$ cat config.mk
export PLATFORM = sky130hd
export DESIGN_NAME = phys_reg_ready_table_mp
export DESIGN_NICKNAME = d
export VERILOG_FILES = /design/src/rtl/phys_reg_ready_table_mp.sv
export SDC_FILE = /design/constraint.sdc
export NUM_CORES = 1
export LEC_CHECK = 0
export CORE_MARGIN = 3
export CORE_UTILIZATION = 45
export CTS_BUF_LIST = sky130_fd_sc_hd__clkbuf_8
export CTS_CLUSTER_SIZE = 14
export DETAILED_ROUTE_END_ITERATION = 10
export GPL_TIMING_DRIVEN = 1
export REMOVE_ABC_BUFFERS = 1
export SLEW_MARGIN = 20
export SYNTH_ARGS = -nofsm -noshare
export SYNTH_HDL_FRONTEND = slang
export SYNTH_SLANG_ARGS = --single-unit
$ cat constraint.sdc
create_clock -name CLK -period 3.8 [get_ports CLK]
set_clock_uncertainty 0.2 [all_clocks]
set_input_delay 0.76 -clock CLK [delete_from_list [all_inputs] [get_ports CLK]]
set_output_delay 0.76 -clock CLK [all_outputs]
set_load 0.02 [all_outputs]
$ cat src/rtl/phys_reg_ready_table_mp.sv
// ---------------------------------------------------------------------------
// phys_reg_ready_table_mp
//
// Multi-way physical register ready table. One ready bit per physical
// register, read by DISPATCH_WAYS dispatch slots (two sources each), cleared
// by each slot's newly allocated destination, and set by NUM_COMPLETE_BUSES
// completion buses. Branch checkpoints snapshot the table so a mispredict can
// roll the ready state back in a single cycle.
//
// Ports:
//   CLK                              clock, rising edge
//   nRST                             synchronous reset, active-high
//   DUT_error                        registered protocol-violation pulse
//   dispatch_source_0/1_phys_reg_tag per-way source tags (packed, way 0 low)
//   dispatch_source_0/1_ready        per-way source ready, combinational
//   dispatch_dest_write              per-way destination clear enable
//   dispatch_dest_phys_reg_tag       per-way destination tag to clear
//   complete_bus_valid               per-bus completion valid
//   complete_bus_dest_phys_reg_tag   per-bus completed tag to mark ready
//   checkpoint_save_valid/index      snapshot the post-update table into a slot
//   checkpoint_restore_valid/index   mispredict: reload the table from a slot
// ---------------------------------------------------------------------------
module phys_reg_ready_table_mp #(
    parameter int NUM_PHYS_REGS      = 64,
    parameter int DISPATCH_WAYS      = 2,
    parameter int NUM_COMPLETE_BUSES = 2,
    parameter int NUM_CHECKPOINTS    = 4,
    localparam int TW                = $clog2(NUM_PHYS_REGS),
    localparam int CW                = $clog2(NUM_CHECKPOINTS)
) (
    input  logic                            CLK,
    input  logic                            nRST,
    output logic                            DUT_error,
    input  logic [DISPATCH_WAYS*TW-1:0]      dispatch_source_0_phys_reg_tag,
    output logic [DISPATCH_WAYS-1:0]         dispatch_source_0_ready,
    input  logic [DISPATCH_WAYS*TW-1:0]      dispatch_source_1_phys_reg_tag,
    output logic [DISPATCH_WAYS-1:0]         dispatch_source_1_ready,
    input  logic [DISPATCH_WAYS-1:0]         dispatch_dest_write,
    input  logic [DISPATCH_WAYS*TW-1:0]      dispatch_dest_phys_reg_tag,
    input  logic [NUM_COMPLETE_BUSES-1:0]    complete_bus_valid,
    input  logic [NUM_COMPLETE_BUSES*TW-1:0] complete_bus_dest_phys_reg_tag,
    input  logic                            checkpoint_save_valid,
    input  logic [CW-1:0]                   checkpoint_save_index,
    input  logic                            checkpoint_restore_valid,
    input  logic [CW-1:0]                   checkpoint_restore_index
);

    logic [NUM_PHYS_REGS-1:0] ready_table;
    logic [NUM_PHYS_REGS-1:0] table_next;
    logic [NUM_PHYS_REGS-1:0] complete_mask;
    logic [NUM_PHYS_REGS-1:0] clear_mask;
    logic [NUM_PHYS_REGS-1:0] checkpoint_table [NUM_CHECKPOINTS];
    logic [NUM_CHECKPOINTS-1:0] checkpoint_valid;

    logic restore_hit;
    logic restore_bad;
    logic dup_clear;
    logic dup_bus;
    logic error_next;

    // One-hot union of every tag broadcast by a valid completion bus.
    always_comb begin
        complete_mask = '0;
        for (int b = 0; b < NUM_COMPLETE_BUSES; b++) begin
            if (complete_bus_valid[b]) begin
                complete_mask[complete_bus_dest_phys_reg_tag[b*TW +: TW]] = 1'b1;
            end
        end
    end

    // Source reads walk the ways oldest first. "older" accumulates the dest
    // clears of earlier ways only, so a way never sees its own clear but does
    // see that an older instruction in the same group reallocated the tag.
    always_comb begin
        logic [NUM_PHYS_REGS-1:0] older;
        older                   = '0;
        dispatch_source_0_ready = '0;
        dispatch_source_1_ready = '0;
        for (int w = 0; w < DISPATCH_WAYS; w++) begin
            dispatch_source_0_ready[w] =
                (ready_table[dispatch_source_0_phys_reg_tag[w*TW +: TW]] |
                 complete_mask[dispatch_source_0_phys_reg_tag[w*TW +: TW]]) &
                ~older[dispatch_source_0_phys_reg_tag[w*TW +: TW]];
            dispatch_source_1_ready[w] =
                (ready_table[dispatch_source_1_phys_reg_tag[w*TW +: TW]] |
                 complete_mask[dispatch_source_1_phys_reg_tag[w*TW +: TW]]) &
                ~older[dispatch_source_1_phys_reg_tag[w*TW +: TW]];
            if (dispatch_dest_write[w]) begin
                older[dispatch_dest_phys_reg_tag[w*TW +: TW]] = 1'b1;
            end
        end
        clear_mask = older;
    end

    // Protocol checks: duplicate dest clears and duplicate completion tags.
    always_comb begin
        dup_clear = 1'b0;
        dup_bus   = 1'b0;
        for (int i = 0; i < DISPATCH_WAYS; i++) begin
            for (int j = i + 1; j < DISPATCH_WAYS; j++) begin
                if (dispatch_dest_write[i] && dispatch_dest_write[j] &&
                    (dispatch_dest_phys_reg_tag[i*TW +: TW] ==
                     dispatch_dest_phys_reg_tag[j*TW +: TW])) begin
                    dup_clear = 1'b1;
                end
            end
        end
        for (int i = 0; i < NUM_COMPLETE_BUSES; i++) begin
            for (int j = i + 1; j < NUM_COMPLETE_BUSES; j++) begin
                if (complete_bus_valid[i] && complete_bus_valid[j] &&
                    (complete_bus_dest_phys_reg_tag[i*TW +: TW] ==
                     complete_bus_dest_phys_reg_tag[j*TW +: TW])) begin
                    dup_bus = 1'b1;
                end
            end
        end
    end

    // Table next state. A good restore replaces the table (plus this cycle's
    // completions, which the snapshot would otherwise miss); a restore to a
    // never-saved slot freezes the table. Otherwise set then clear, so a
    // freshly allocated dest wins over a stale completion of the same tag.
    always_comb begin
        restore_hit = checkpoint_restore_valid &  checkpoint_valid[checkpoint_restore_index];
        restore_bad = checkpoint_restore_valid & ~checkpoint_valid[checkpoint_restore_index];
        if (restore_hit) begin
            table_next = checkpoint_table[checkpoint_restore_index] | complete_mask;
        end else if (restore_bad) begin
            table_next = ready_table;
        end else begin
            table_next = (ready_table | complete_mask) & ~clear_mask;
        end
        error_next = restore_bad | dup_clear | dup_bus;
    end

    // Live table and error flag.
    always_ff @(posedge CLK) begin
        if (nRST) begin
            ready_table <= '1;
            DUT_error   <= 1'b0;
        end else begin
            ready_table <= table_next;
            DUT_error   <= error_next;
        end
    end

    // Checkpoint slots absorb every completion so a later restore does not
    // lose results that landed after the snapshot. Any restore in flight
    // takes priority over a save in the same cycle.
    always_ff @(posedge CLK) begin
        if (nRST) begin
            for (int c = 0; c < NUM_CHECKPOINTS; c++) begin
                checkpoint_table[c] <= '1;
            end
            checkpoint_valid <= '0;
        end else begin
            for (int c = 0; c < NUM_CHECKPOINTS; c++) begin
                if (checkpoint_save_valid && !checkpoint_restore_valid &&
                    (checkpoint_save_index == CW'(c))) begin
                    checkpoint_table[c] <= table_next;
                    checkpoint_valid[c] <= 1'b1;
                end else begin
                    checkpoint_table[c] <= checkpoint_table[c] | complete_mask;
                end
            end
        end
    end

endmodule

==> results of run 1 <==
==> cells in the mapped netlist (6+ instances only) <==
master	n
nand2b_1	69
edfxtp_1	256
mux4_2	137
nand4bb_1	10
nand4_1	15
o22ai_2	29
a221oi_1	11
a31oi_1	6
xnor2_1	14
o221ai_1	32
o32ai_1	10
nor2_1	112
nor2b_1	9
o22ai_1	70
nor4_1	6
inv_1	38
buf_2	35
a21oi_1	316
clkbuf_1	167
or2_1	62
nand4b_1	11
or3_1	10
and3_1	23
nor3_1	304
nand2_1	65
buf_4	8
mux2i_1	31
or3b_1	6
nand3_1	10
mux2_2	6
dfxtp_1	69
o211ai_1	7
or2_2	202
buf_1	20
nand3b_1	12
o31ai_1	6
o21ai_0	118
==> repair_timing <==
action / in CTS / in global routing
pin swaps: 47 / 28
gates resized for setup: 222 / 35
endpoints found under the hold margin: 0 / 0
endpoints found under the setup margin: 4 / 4
gates cloned: 5 / 0
setup buffers: 37 / 18
==> kinds of logic after synthesis <==
group | Yosys count | share of synthesized area
buffers and inverters | 272 | 0.0474
other | 1 | 0.000160
xor gates and xnor gates | 18 | 0.00673
muxes | 174 | 0.148
AOI/OAI and AO/OA | 649 | 0.172
and+or+nand+nor | 977 | 0.238
DFF | 325 | 0.387
==> per-stage QoR <==
step	util	worst slack (ns)	instances
after floorplan	-	-5.23	2439
after global placement	0.564	-1.44	3616
after detailed placement	0.564	-1.46	3616
after CTS	0.607	-0.449	3764
after global routing	0.612	-0.489	3777
final	0.612	-0.474	3777
==> worst paths after layout <==
check / start / endpoint / slack, ns / cells past startpoint
setup / recovery: complete_bus_dest_phys_reg_tag[0] / dispatch_source_1_ready[1] / -0.47 / 11
hold / removal: checkpoint_valid[3] / checkpoint_valid[3] / 0.28 / 2
setup reg to reg: checkpoint_valid[3] / checkpoint_table[3][22] / 1.02 / 8
hold reg to reg: checkpoint_valid[3] / checkpoint_valid[3] / 0.28 / 2
==> area by class of cell <==
| class | count | area, sq um |
|---|---|---|
| clock buffer | 75 | 1030 |
| timing repair buffer | 557 | 4920 |
| tap | 672 | 841 |
| sequential | 325 | 9070 |
| clock inverter | 34 | 199 |
| inverter | 40 | 150 |
| fill | 4407 | 19700 |
| multi-input combinational | 2074 | 14900 |
==> state kept, by name (all words and copies together) (netlist names) <==
name	count
checkpoint_table	256
DUT_error	1
checkpoint_valid	4
ready_table	64
==> worst reg2reg max path, cell delays in order, from the launching register on <==
cell and delay [ns]:
dfxtp_1 0.31, mux4_2 0.54, and2_2 0.25, buf_12 0.19, o21ai_0 0.17, o21ai_0 0.11
a21oi_1 0.37, a21oi_1 0.13, or2_2 0.29
==> layer usage <==
metal  up-vias  GRT usage  part of all wire
met5         -          0                 0
met4         0      0.107             0.033
met3       190     0.0646             0.096
met2      1087      0.511              0.45
met1     11161      0.458              0.42
li1      10293          -                 -
==> where the power goes <==
part	switching, mW	internal [mW]	leakage, nW
Clock	1.59	1.90	0.680
Combinational	1.09	0.885	7.42
Sequential	0.114	3.96	2.51
Total	2.79	6.74	10.6
==> impl_metrics.yaml, run 1 <==
status:
  outcome: "complete, but fails checks"
  violations: "setup timing"
yosys:
  synth_area_leader_cell: "edfxtp_1"
  ys.flop_type: "edfxtp_1"
  async_flop_share: 0
  synth_edf_count: 256
  synthTopCellsByArea: "edfxtp_1 33%, mux4_2 13%, a21oi_1 6.8%"
  avgSynthCellArea_sq_um: 9.69
  mappedNetlistArea_sq_um: 23400
  synth_top_area_frac: 0.328
  synth.yosys.seq_area_share: 0.387
  synth_warnings: 0
  synthCells: 2416
  ys_ff_latch: 325
  synth_cell_types: 84
clock_network:
  cts_tree: "done"
  cts_root_buf: "clkbuf_8"
  clock_latency_ns: 0.66
  ctsHoldBuffers: 0
  cts_max_level: 2
  cts_made_buffers: 58
  clk_pin_slew_ns: 0.05
  cts_buffer_depth: 3
  cts.sinks: 325
route:
  routedWlPerCell_um: 23.8
  drc: 0
  wl_mm: 89.8
  postRouteAntennaNets: 0
  viasPerCell: 6.02
  dr.pass1.iters: 5
  num_vias: 22731
  dr.first_iter.drc_count: 2235
place:
  place_area_sq_um: 28600
  gp_congestion: 0.989
  portBuffers: 64
  place_hpwl_mm: 65.2
worst_setup_path:
  slowest_delay_ns: 0.51
  crit_slowest_cell: "or4b_4"
  path_buf_inv: 4
  critPathKind: "primary input to primary output"
  required_ns: 2.84
  cp_cell_sequence: "buf_6, buf_6, or4b_4, buf_12, o22ai_4, nor2_2, a2111o_1, o31ai_1, and4b_1, o32ai_4, buf_6"
  worst_ep_arrival_time_ns: 3.31
  cp_top_family: "compound AO/OA/AOI/OAI gates"
  cp-end-kind: "primary output"
  startpoint_type: "primary input"
  path_common_cell: "buf_6"
  path_max_fanout: 7
timing:
  setup_ws_ns: -0.474
  rsz0062_at_grt: "yes"
  setup_viol: 4
  finalMaxSlewViolations: 0
  fmax_mhz: 234
  fin_crit_sh: 1.12
  whs_ns: 0.276
  worstMarginPinSlew_ns: 0.782
  period_minus_slack_ns: 4.27
  final.setup.tns_ns: -1.50
  slew_headroom: 0.479
  final_hold_viol_count: 0
finish:
  antennaDiodeCount: 0
  drive_gt1_frac: 0.343
  area_delta_synth_final_pct: 32.8
  fin_nets: 3116
  layout_commonest_cell: "buf_4"
  stdcell_area_sq_um: 31100
  layout_common_cells: "409 x buf_4, 316 x a21oi_1, 301 x nor3_1"
global_routing:
  grt_pass1_wl_mm: 136
  grt.overflow.total: 0
  grt_max_degree: 109
  antenna_found_initial: 2
  track_usage: 0.327
  grt_pass1_vias: 22234
pwr:
  pwr_density_cell_nw_per_um2: 307
  fin_total_pwr_mw: 9.53
  power_leakage_nw: 10.6
  ir_drop_uv: 332
run:
  maxCapViolations: 0
die:
  io_pins: 65
  die_x_um: 234
  core_sq_um: 50800
  initial_core_util: 0.461
  die_area_sq_um: 54800
  rows: 82
  die_y_um: 234
min_path:
  hp-class: "register to register"
(Power assumes the default switching activity.)
==> run 2, diff against run 1 <==
--- a/config.mk
+++ b/config.mk
@@ -7,7 +7,6 @@
 export LEC_CHECK = 0
 export CORE_MARGIN = 3
 export CORE_UTILIZATION = 45
-export CTS_BUF_LIST = sky130_fd_sc_hd__clkbuf_8
 export CTS_CLUSTER_SIZE = 14
 export DETAILED_ROUTE_END_ITERATION = 10
 export GPL_TIMING_DRIVEN = 1
==> run 2 against run 1 <==
The run still ends with setup timing left. Flip-flop and latch count is the same. Cell count shrank 1.1%. Via count shrank 0.23%. Highest routed layer unchanged.
==> impl_metrics.yaml, run 2 (synthesis gave the netlist of run 1 again) <==
clock_network:
  cts_tree: "done"
  cts_made_buffers: 39
  cts_root_buf: "clkbuf_16"
  clk_pin_slew_ns: 0.06
  cts_max_level: 2
  clock_latency_ns: 0.57
  cts_buffer_depth: 3
  cts.sinks: 325
pwr:
  pwr_density_cell_nw_per_um2: 316
  sequentialPowerShare: 0.416
  p_sw_mw: 2.73
  fin_total_pwr_mw: 9.79
  p_clk_frac: 0.384
  combPwrFrac: 0.200
  power_leakage_nw: 10.5
  internal-power_mw: 7.06
  ir_drop_uv: 324
  switching_share: 0.278
timing:
  rsz0062_at_grt: "yes"
  setup_ws_ns: -0.452
  final.setup.tns_ns: -1.47
  period_minus_slack_ns: 4.25
  slew_headroom: 0.486
  finalMaxSlewViolations: 0
  setup_viol: 4
  fin_crit_sh: 1.12
  final_hold_viol_count: 0
  whs_ns: 0.276
  worstMarginPinSlew_ns: 0.771
  fmax_mhz: 235
route:
  routedWlPerCell_um: 23.9
  drc: 0
  wl_mm: 89.4
  dr.pass1.iters: 5
  num_vias: 22678
  postRouteAntennaNets: 0
  viasPerCell: 6.07
  dr.first_iter.drc_count: 2343
finish:
  fin_nets: 3093
  regMostFlops: "checkpoint_table"
  layout_commonest_cell: "buf_4"
  top_regs: "checkpoint_table x256, ready_table x64, checkpoint_valid x4"
  stdcell_area_sq_um: 31000
  layout_common_cells: "408 x buf_4, 316 x a21oi_1, 301 x nor3_1"
  area_delta_synth_final_pct: 32.4
  antennaDiodeCount: 0
  finalCoreUtilization: 0.611
  drive_gt1_frac: 0.336
  largest_reg_flops: 256
die:
  die_area_sq_um: 54800
  die_y_um: 234
  initial_core_util: 0.461
  rows: 82
  io_pins: 65
  die_x_um: 234
  core_sq_um: 50800
place:
  place_hpwl_mm: 65.2
  portBuffers: 64
  gp_congestion: 0.989
  place_area_sq_um: 28600
worst_setup_path:
  path_max_fanout: 7
  path_common_cell: "buf_6"
  startpoint_type: "primary input"
  crit_slowest_cell: "or4b_4"
  critPathKind: "primary input to primary output"
  cp-end-kind: "primary output"
  required_ns: 2.84
  worst_ep_arrival_time_ns: 3.29
  cp_cell_sequence: "buf_6, buf_6, or4b_4, buf_12, o22ai_4, nor2_2, a2111o_1, o31ai_1, and4b_1, o32ai_4, buf_6"
  slowest_delay_ns: 0.50
global_routing:
  antenna_found_initial: 2
  grt_pass1_vias: 22077
  grt_pass1_wl_mm: 135
  grt_max_degree: 109
  grt.overflow.total: 0
  track_usage: 0.325
run:
  maxCapViolations: 0
status:
  violations: "setup timing"
  outcome: "complete, but fails checks"
min_path:
  hp-class: "register to register"
-- run 2: worst paths after layout --
kind,to,from,slack (ns),cells past startpoint
hold / removal,checkpoint_valid[3],checkpoint_valid[3],0.28,2
setup / recovery,dispatch_source_1_ready[1],complete_bus_dest_phys_reg_tag[0],-0.45,11
hold reg to reg,checkpoint_valid[3],checkpoint_valid[3],0.28,2
setup reg to reg,checkpoint_table[3][22],checkpoint_valid[3],0.97,8
-- run 2: cell type report --
class	count	area [sq um]
Timing Repair Buffer	553	4870
Clock buffer	58	1150
Clock inverter	12	110
Fill cell	4375	19800
Tap cell	672	841
Inverter	40	150
Sequential cell	325	9070
Multi-Input combinational cell	2074	14800
-- run 2: worst max-delay path: cells and delay by family --
| family | cells | cell delay [ns] |
|---|---|---|
| simple gates | 3 | 0.84 |
| buf+inv | 4 | 0.58 |
| compound gates | 4 | 1.11 |
-- run 2: what timing repair did --
item                       4_1_cts  5_1_grt
gates resized for setup        222       27
setup endpoints to repair        4        4
pin swaps                       47       20
gates cloned                     5        0
buffers inserted                37       14
hold buffers                     0        0
-- run 2: power by group through the flow --
stage	clock network [mW]	registers [mW]	logic [mW]
after detailed placement	0	4.14	1.81
after CTS	3.82	4.06	1.91
after global routing	3.94	4.08	2.09
after floorplan	0	4.09	0.860
after global placement	0	4.13	1.79
final	3.75	4.07	1.96
-- run 2: per-stage QoR --
step | instances | worst slack [ns]
after floorplan | 2439 | -5.23
after global placement | 3616 | -1.44
after detailed placement | 3616 | -1.46
after CTS | 3725 | -0.449
after global routing | 3734 | -0.476
final | 3734 | -0.452
-- run 2: metal layers --
layer,global-route usage,routed length [um],share of wire
met5,0,0,0
met4,0.106,3110,0.035
met3,0.0634,8000,0.089
met2,0.508,40100,0.45
met1,0.457,38200,0.43
